### src/rtl/serial_adder8.sv
// Bit-serial 8-bit adder: A + B + Cin, LSB first, one full-adder cell, start/busy/done handshake.
// Optional signed-overflow output enabled by defining SERIAL_ADDER8_OVF_EN.
module serial_adder8 (
  input  logic       clk,
  input  logic       rst_n,
  input  logic       start,
  input  logic [7:0] A,
  input  logic [7:0] B,
  input  logic       Cin,
  output logic       busy,
  output logic       done,
  output logic [7:0] S,
  output logic       Cout,
  output logic       V
);

  typedef enum logic [1:0] {
    IDLE = 2'd0,
    ADD  = 2'd1,
    DONE = 2'd2
  } state_t;

  state_t     state;
  logic [2:0] cnt;
  logic [7:0] ra;
  logic [7:0] rb;
  logic [7:0] acc;
  logic       c;

  logic       sum_bit;
  logic       carry_nxt;

  always_comb begin
    sum_bit   = ra[0] ^ rb[0] ^ c;
    carry_nxt = (ra[0] & rb[0]) | (ra[0] & c) | (rb[0] & c);
  end

`ifdef SERIAL_ADDER8_OVF_EN
  logic c7_in;
  logic v_r;

  // while cnt==7 the carry register holds the carry into bit 7
  always_comb c7_in = c;

  always_ff @(posedge clk or negedge rst_n) begin
    if (!rst_n) begin
      v_r <= 1'b0;
    end else if (state == ADD && cnt == 3'd7) begin
      v_r <= c7_in ^ carry_nxt;
    end
  end

  assign V = v_r;
`else
  assign V = 1'b0;
`endif

  always_ff @(posedge clk or negedge rst_n) begin
    if (!rst_n) begin
      state <= IDLE;
      cnt   <= '0;
      ra    <= '0;
      rb    <= '0;
      acc   <= '0;
      c     <= 1'b0;
      S     <= '0;
      Cout  <= 1'b0;
      busy  <= 1'b0;
      done  <= 1'b0;
    end else begin
      case (state)
        IDLE, DONE: begin
          done <= 1'b0;
          if (start) begin
            ra    <= A;
            rb    <= B;
            c     <= Cin;
            cnt   <= '0;
            acc   <= '0;
            busy  <= 1'b1;
            state <= ADD;
          end else begin
            busy  <= 1'b0;
            state <= IDLE;
          end
        end
        ADD: begin
          ra  <= {1'b0, ra[7:1]};
          rb  <= {1'b0, rb[7:1]};
          c   <= carry_nxt;
          acc <= {sum_bit, acc[7:1]};
          cnt <= cnt + 3'd1;
          if (cnt == 3'd7) begin
            // final sum bit lands directly in S; acc only holds bits 0..6 here
            S     <= {sum_bit, acc[7:1]};
            Cout  <= carry_nxt;
            busy  <= 1'b0;
            done  <= 1'b1;
            state <= DONE;
          end
        end
        default: begin
          busy  <= 1'b0;
          done  <= 1'b0;
          state <= IDLE;
        end
      endcase
    end
  end

endmodule
### config.mk
export PLATFORM = sky130hd
export DESIGN_NAME = serial_adder8
export DESIGN_NICKNAME = d
export VERILOG_FILES = /design/src/rtl/serial_adder8.sv
export SDC_FILE = /design/constraint.sdc
export NUM_CORES = 1
export LEC_CHECK = 0
export CAP_MARGIN = 10
export CORE_MARGIN = 8
export CORE_UTILIZATION = 52
export DETAILED_ROUTE_END_ITERATION = 12
export HOLD_SLACK_MARGIN = 0.08
export PLACE_DENSITY = 0.76
export SLEW_MARGIN = 10
export SYNTH_ARGS = -nofsm -noshare
export SYNTH_HDL_FRONTEND = slang
export SYNTH_SLANG_ARGS = --single-unit
### constraint.sdc
create_clock -name clk -period 1.7 [get_ports clk]
set_input_delay 0.255 -clock clk [delete_from_list [all_inputs] [get_ports clk]]
set_output_delay 0.255 -clock clk [all_outputs]
set_load 0.01 [all_outputs]
==> out/summary.txt, run 1 <==
Clk Latency, worst-skew pair: 340 ps
Core Area: 0.003363 mm2
Yosys top cell area share: 53.28%
RSZ-0062 raised after global routing: no
Clock Path Buffers: 2
first-pass GRT wire length: 5747 um
DRC Markers: 0
main combinational cell family by area after synthesis: compound AO/OA/AOI/OAI gates
CP Class: flop to primary output
Critical Path Start Type: flop
Die Y-Extent: 75.35 um
Starting DRT DRC Count: 58
Syn Inst Count: 148
drt wl/cell: 15.22 um
crit path buf inv count: 1
Diodes inserted: 0
crit path cell chain: clkdlybuf4s50_1
setup TNS: 0 ps
skew final: 11.40 ps
Final setup viols: 0
number of synthesized flops with an enable pin: 0
Area growth syn-to-layout: 22.13%
filler instances: 295
nets: 205
maxcap violations: 0
Worst path top cell family by delay: buffers and inverters
initial antenna violation count: 0
Post-Synth Simple-Gate Area: 7.036%
slowest stage cell, crit path: clkdlybuf4s50_1
total chip power: 3605 uW
Critical Path Sink Type: primary output
Synth Area in Compound Gates: 16.87%
via count: 1252
Tcrit/Tclk final: 89.86%
most frequent cell after synthesis: dfrtp_1
layout cells sized above 1: 10.93%
largest net degree at the start of global routing: 40
Starting Density: 54.46%
critical path arrival: 1270 ps
num rows: 21
Leakage: 0.0009494 uW
Total Routed Length: 3486 um
Area contributors post-synth: dfrtp_1 (53%), mux2i_1 (8.2%), mux2_1 (7.4%), a22o_1 (5.7%), a211oi_1 (5.3%)
top cells by count, synth: dfrtp_1 (39), mux2i_1 (15), nor2b_1 (14)
Required @ worst endpoint: 1440 ps
xor and xnor area share after synthesis: 0.4781%
Clock transition at path regs: 120 ps
most common flop cell mapped by yosys: dfrtp_1
Resized cells post-CTS: 0
Hold WC Path Type: input pin to asynchronous set/reset pin
Post-DRT Antenna Nets: 0
power density over cell area: 1611 mW/mm2
Max FO, Critical Path: 3
Yosys cell types: 25
vias per inst: 5.467
Detailed Routing Iterations Pass 1: 4
post-synth top area cell: dfrtp_1
Final Hold Fails: 0
# IOs: 32
CTS sink cnt: 39
Final Slew Violations: 0
Die X: 75.35 um
Synth Net Count: 171
gr ovfl total: 0
Worst VDD drop: 0.0007388 V
status: completed
post-CTS setup buffers: 0
Final GP Congestion: 0.7492
Die Area: 0.005678 mm2
dpl hpwl: 2511 um
CTS tree: done
vias in the first global route: 1307
Ys Warns: 0
fin crit period: 1528 ps
cell area after synthesis: 0.001832 mm2
cts bufs inserted: 5
PortBufs: 30
Max Fclk: 0.6546 GHz
register bit total from synthesis: 39
Total GRT Usage: 13.34%
CTS H-tree lvls: 2
CTS root buf: clkbuf_4
CTS hold repair buffers: 1
largest stage delay on the critical path: 550 ps
register area share after synthesis: 53.28%
mux contribution to synthesized area: 15.57%
adder-cell share of the synthesized area: 2.459%
Async SR Flop Fraction: 100.0%
Mapped Avg Cell Area: 12.38 um2
final timing paths:
kind	from	to	depth (start not counted)	slack, ps
worst max-delay path	done	done	1	170
worst min-delay path	rst_n	done	3	480
worst max register to register	cnt[0]	cnt[2]	4	240
worst min register to register	S[4]	S[4]	1	500
max in group asynchronous	rst_n	cnt[2]	3	880
min in group clk	S[4]	S[4]	1	500
worst reg2reg max path: cells and delay by family (launching register included):
family	cells	cell delay [ps]
AOI/OAI and AO/OA	1	180
adders and majority gates	2	480
DFF	1	430
muxes	1	290
layout make-up:
type | instances | area, um2 | area share, %
Clock buffer | 5 | 37.54 | 1.678
Clock inverter | 3 | 20.02 | 0.8949
Inverter | 2 | 7.507 | 0.3356
Multi-Input combinational cell | 96 | 780.7 | 34.90
Sequential cell | 39 | 975.9 | 43.62
Tap cell | 46 | 57.56 | 2.573
Timing Repair Buffer | 38 | 357.8 | 16.00
stage by stage:
stage	instance area, um2	setup slack (ps)	hold slack (ps)	util, %	instances
6_report	2237	172.4	482.1	66.52	229
2_1_floorplan	1832	310.2	-40.59	-	148
5_1_grt	2237	95.36	502.2	66.52	229
3_3_place_gp	2170	256.3	333.1	64.51	220
3_5_place_dp	2170	169.2	336.8	64.51	220
4_1_cts	2237	145.7	489.3	66.52	229
flip-flops by register name (all words and copies together), names as in the netlist:
name / cells
Cout: 1
S: 8
acc: 7
busy: 1
c: 1
cnt: 3
done: 1
ra: 8
rb: 8
state: 1
report_power, final:
group | switching [uW] | internal (uW) | leakage [uW] | total, uW
clock | 304 | 158 | 0.0000272 | 462
sequential | 291 | 1350 | 0.000482 | 1640
combinational | 657 | 848 | 0.000441 | 1500
total | 1250 | 2350 | 0.000949 | 3600
per-layer routing:
| metal | vias to the layer above | track usage [%] | share of wire [%] |
|---|---|---|---|
| li1 | 602 | - | - |
| met1 | 620 | 15.54 | 46 |
| met2 | 28 | 22.05 | 48 |
| met3 | 2 | 4.605 | 4.8 |
| met4 | 0 | 5.117 | 0.92 |
| met5 | - | 0 | 0 |
cell families (layout without fill, tap and decap cells):
logic type	Yosys count	count (layout)
xor gates and xnor gates	1	1
muxes	27	27
AOI/OAI and AO/OA	44	44
and+or+nand+nor	20	20
buffers and inverters	13	48
adders and majority gates	3	3
other	1	1
DFF	39	39
placed cells by master (no fill, tap or decap), types with 2 or more instances in the layout:
| master | n |
|---|---|
| dfrtp_1 | 39 |
| clkdlybuf4s50_1 | 29 |
| mux2i_1 | 15 |
| nor2b_1 | 14 |
| a211oi_1 | 13 |
| a21oi_1 | 13 |
| mux2_1 | 12 |
| a22o_1 | 12 |
| buf_4 | 7 |
| clkbuf_4 | 5 |
| a21o_1 | 3 |
| nand3_1 | 2 |
| o21ai_1 | 2 |
| ha_1 | 2 |
| clkinvlp_4 | 2 |
No activity file was read; power rests on OpenSTA's default activity.
==> inputs of run 2 (changes only) <==
--- a/config.mk
+++ b/config.mk
@@ -10,7 +10,7 @@
 export CORE_UTILIZATION = 52
 export DETAILED_ROUTE_END_ITERATION = 12
 export HOLD_SLACK_MARGIN = 0.08
-export PLACE_DENSITY = 0.76
+export PLACE_DENSITY = 0.9
 export SLEW_MARGIN = 10
 export SYNTH_ARGS = -nofsm -noshare
 export SYNTH_HDL_FRONTEND = slang
==> run 2 against run 1 <==
Net effect: global-route usage grew 0.51 points; flip-flop and latch count did not move; clock-buffer cell count is 1 higher; highest routed layer unchanged; cell area increased by 1.3%; clock skew increased by 4.9 ps; routed wire length up 1.8%; power rose by 5.8%; cell count unchanged; combinational power about the same; maximum frequency decreased by 2.3%.
==> out/summary.txt, run 2 (synthesis gave the netlist of run 1 again) <==
status: completed
slowest stage cell, crit path: clkdlybuf4s50_1
Die X: 75.35 um (unchanged)
worst r2r src: cnt[0]
Critical Path Start Type: flop
Critical Path Sink Type: primary output
Final Slew Violations: 0 (unchanged)
Required @ worst endpoint: 1440 ps (about the same)
most frequent cells in the layout: dfrtp_1 (39), clkdlybuf4s50_1 (29), mux2i_1 (15)
Final GP Congestion: 0.7599 (+1.4%)
Post-DRT Antenna Nets: 0 (unchanged)
CTS H-tree lvls: 2 (unchanged)
dpl hpwl: 2632 um (+4.8%)
Clock power frac: 16.9% (+4.1 points)
fin util: 67.37% (+0.86 points)
Worst VDD drop: 0.0008200 V (+11%)
vias in the first global route: 1307 (unchanged)
Leakage: 0.0009705 uW (+2.2%)
num rows: 21 (unchanged)
Area growth syn-to-layout: 23.70%
cts bufs inserted: 5 (unchanged)
gr ovfl total: 0 (unchanged)
power density over cell area: 1683 mW/mm2 (+4.5%)
Final Hold Fails: 0 (unchanged)
setup TNS: 0 ps (unchanged)
Cells after DPL: 220 (unchanged)
Critical Path Start: busy
RSZ-0062 raised after global routing: no
biggest regs: S: 8 flops, ra: 8 flops, rb: 8 flops
post-CTS setup buffers: 0 (unchanged)
Diodes inserted: 0 (unchanged)
Comb pwr share: 39.7% (-2.0 points)
Total GRT Usage: 13.85% (+0.51 points)
CTS tree: done
CP Class: flop to primary output
commonest non-fill, non-tap cell in the layout: dfrtp_1
Die Y-Extent: 75.35 um (unchanged)
CTS sink cnt: 39 (unchanged)
crit path buf inv count: 1 (unchanged)
PortBufs: 30 (unchanged)
nets: 205 (unchanged)
largest stage delay on the critical path: 560 ps (about the same)
filler instances: 284 (-3.7%)
Core Area: 0.003363 mm2 (unchanged)
Sequential Power Share: 43.4% (-2.1 points)
drt wl/cell: 15.50 um (+1.8%)
Starting DRT DRC Count: 51 (-12%)
Max FO, Critical Path: 2 (-1)
CTS root buf: clkbuf_4
Total Routed Length: 3549 um (+1.8%)
layout cells sized above 1: 10.93% (unchanged)
# IOs: 32 (unchanged)
fin crit period: 1564 ps (+35.98 ps)
Tcrit/Tclk final: 91.98% (+2.1 points)
maxcap violations: 0 (unchanged)
critical path arrival: 1310 ps (+40 ps)
largest net degree at the start of global routing: 40 (unchanged)
skew final: 16.27 ps (+4.875 ps)
Max Fclk: 0.6396 GHz (-2.3%)
Detailed Routing Iterations Pass 1: 4 (unchanged)
vias per inst: 5.576 (+2.0%)
Clock transition at path regs: 120 ps (about the same)
crit path cell chain: clkdlybuf4s50_1
Starting Density: 54.46% (unchanged)
DRC Markers: 0 (unchanged)
fin cells: 229 (unchanged)
Clock Path Buffers: 2 (unchanged)
Switching Fraction: 33.30% (-1.4 points)
switching pwr: 1270 uW (+1.4%)
initial antenna violation count: 0 (unchanged)
Hold WC Path Type: input pin to asynchronous set/reset pin
first-pass GRT wire length: 5996 um (+4.3%)
via count: 1277 (+2.0%)
Die Area: 0.005678 mm2 (unchanged)
Clk Latency, worst-skew pair: 340 ps (about the same)
Final setup viols: 0 (unchanged)
Worst path top cell family by delay: buffers and inverters
P_int: 2544 uW (+8.1%)
-- run 2: cell types whose count changed in the layout (fill, tap and decap cells not counted), sizes merged --
cell and change:
bufinv +1, clkinvlp -2, clkbuf +1
-- run 2: routing by layer --
layer	routed length (um)	vias to the layer above	track usage, %
met3	197	5	4.211
met2	1803	31	23.39
met5	0	-	0
li1	-	611	-
met4	40	0	5.544
met1	1507	630	15.99
-- run 2: path summary, 6_finish.rpt --
| path | endpoint | slack, ps | cells past startpoint |
|---|---|---|---|
| worst max register to register | S[2] | 230 | 4 |
| min in group clk | S[5] | 500 | 1 |
| worst min register to register | S[5] | 500 | 1 |
| max in group asynchronous | acc[2] | 880 | 3 |
| worst max-delay path | busy | 140 | 1 |
| worst min-delay path | acc[3] | 480 | 3 |
-- run 2: power by group through the flow --
stage | Sequential (uW) | Clock (uW) | Combinational (uW)
3_3_place_gp | 1640 | 0 | 1430
3_5_place_dp | 1670 | 0 | 1540
5_1_grt | 1710 | 690 | 1700
2_1_floorplan | 1630 | 0 | 1050
4_1_cts | 1650 | 658 | 1540
6_report | 1650 | 644 | 1520
-- run 2: area by class of cell --
class	instances	area, um2	area share [%]
Sequential cell	39	975.9	43.07
Multi-Input combinational cell	96	780.7	34.46
Timing Repair Buffer	38	357.8	15.79
Tap cell	46	57.56	2.540
Clock buffer	6	51.30	2.264
Clock inverter	2	35.03	1.546
Inverter	2	7.507	0.3313
-- run 2: what timing repair did --
action,4_1_cts,5_1_grt
hold endpoints to repair,39,0
hold buffers,1,0
resized for setup,0,0
-- run 2: stage by stage --
step	hold slack, ps	cell area, um2	power, uW	setup WS [ps]
floorplan	-40.59	1832	2674	310.2
global placement	321.8	2170	3071	263.2
detailed placement	334.0	2170	3207	217.1
CTS	487.4	2266	3850	113.9
global route	518.8	2266	4100	94.92
finish	477.6	2266	3814	136.4
==> inputs of run 3 (changes only) <==
--- a/config.mk
+++ b/config.mk
@@ -8,6 +8,7 @@
 export CAP_MARGIN = 10
 export CORE_MARGIN = 8
 export CORE_UTILIZATION = 52
+export CTS_CLUSTER_SIZE = 28
 export DETAILED_ROUTE_END_ITERATION = 12
 export HOLD_SLACK_MARGIN = 0.08
 export PLACE_DENSITY = 0.9
==> results of run 3 <==
No change in the layout: final DEF, timing and power equal those of run 2.
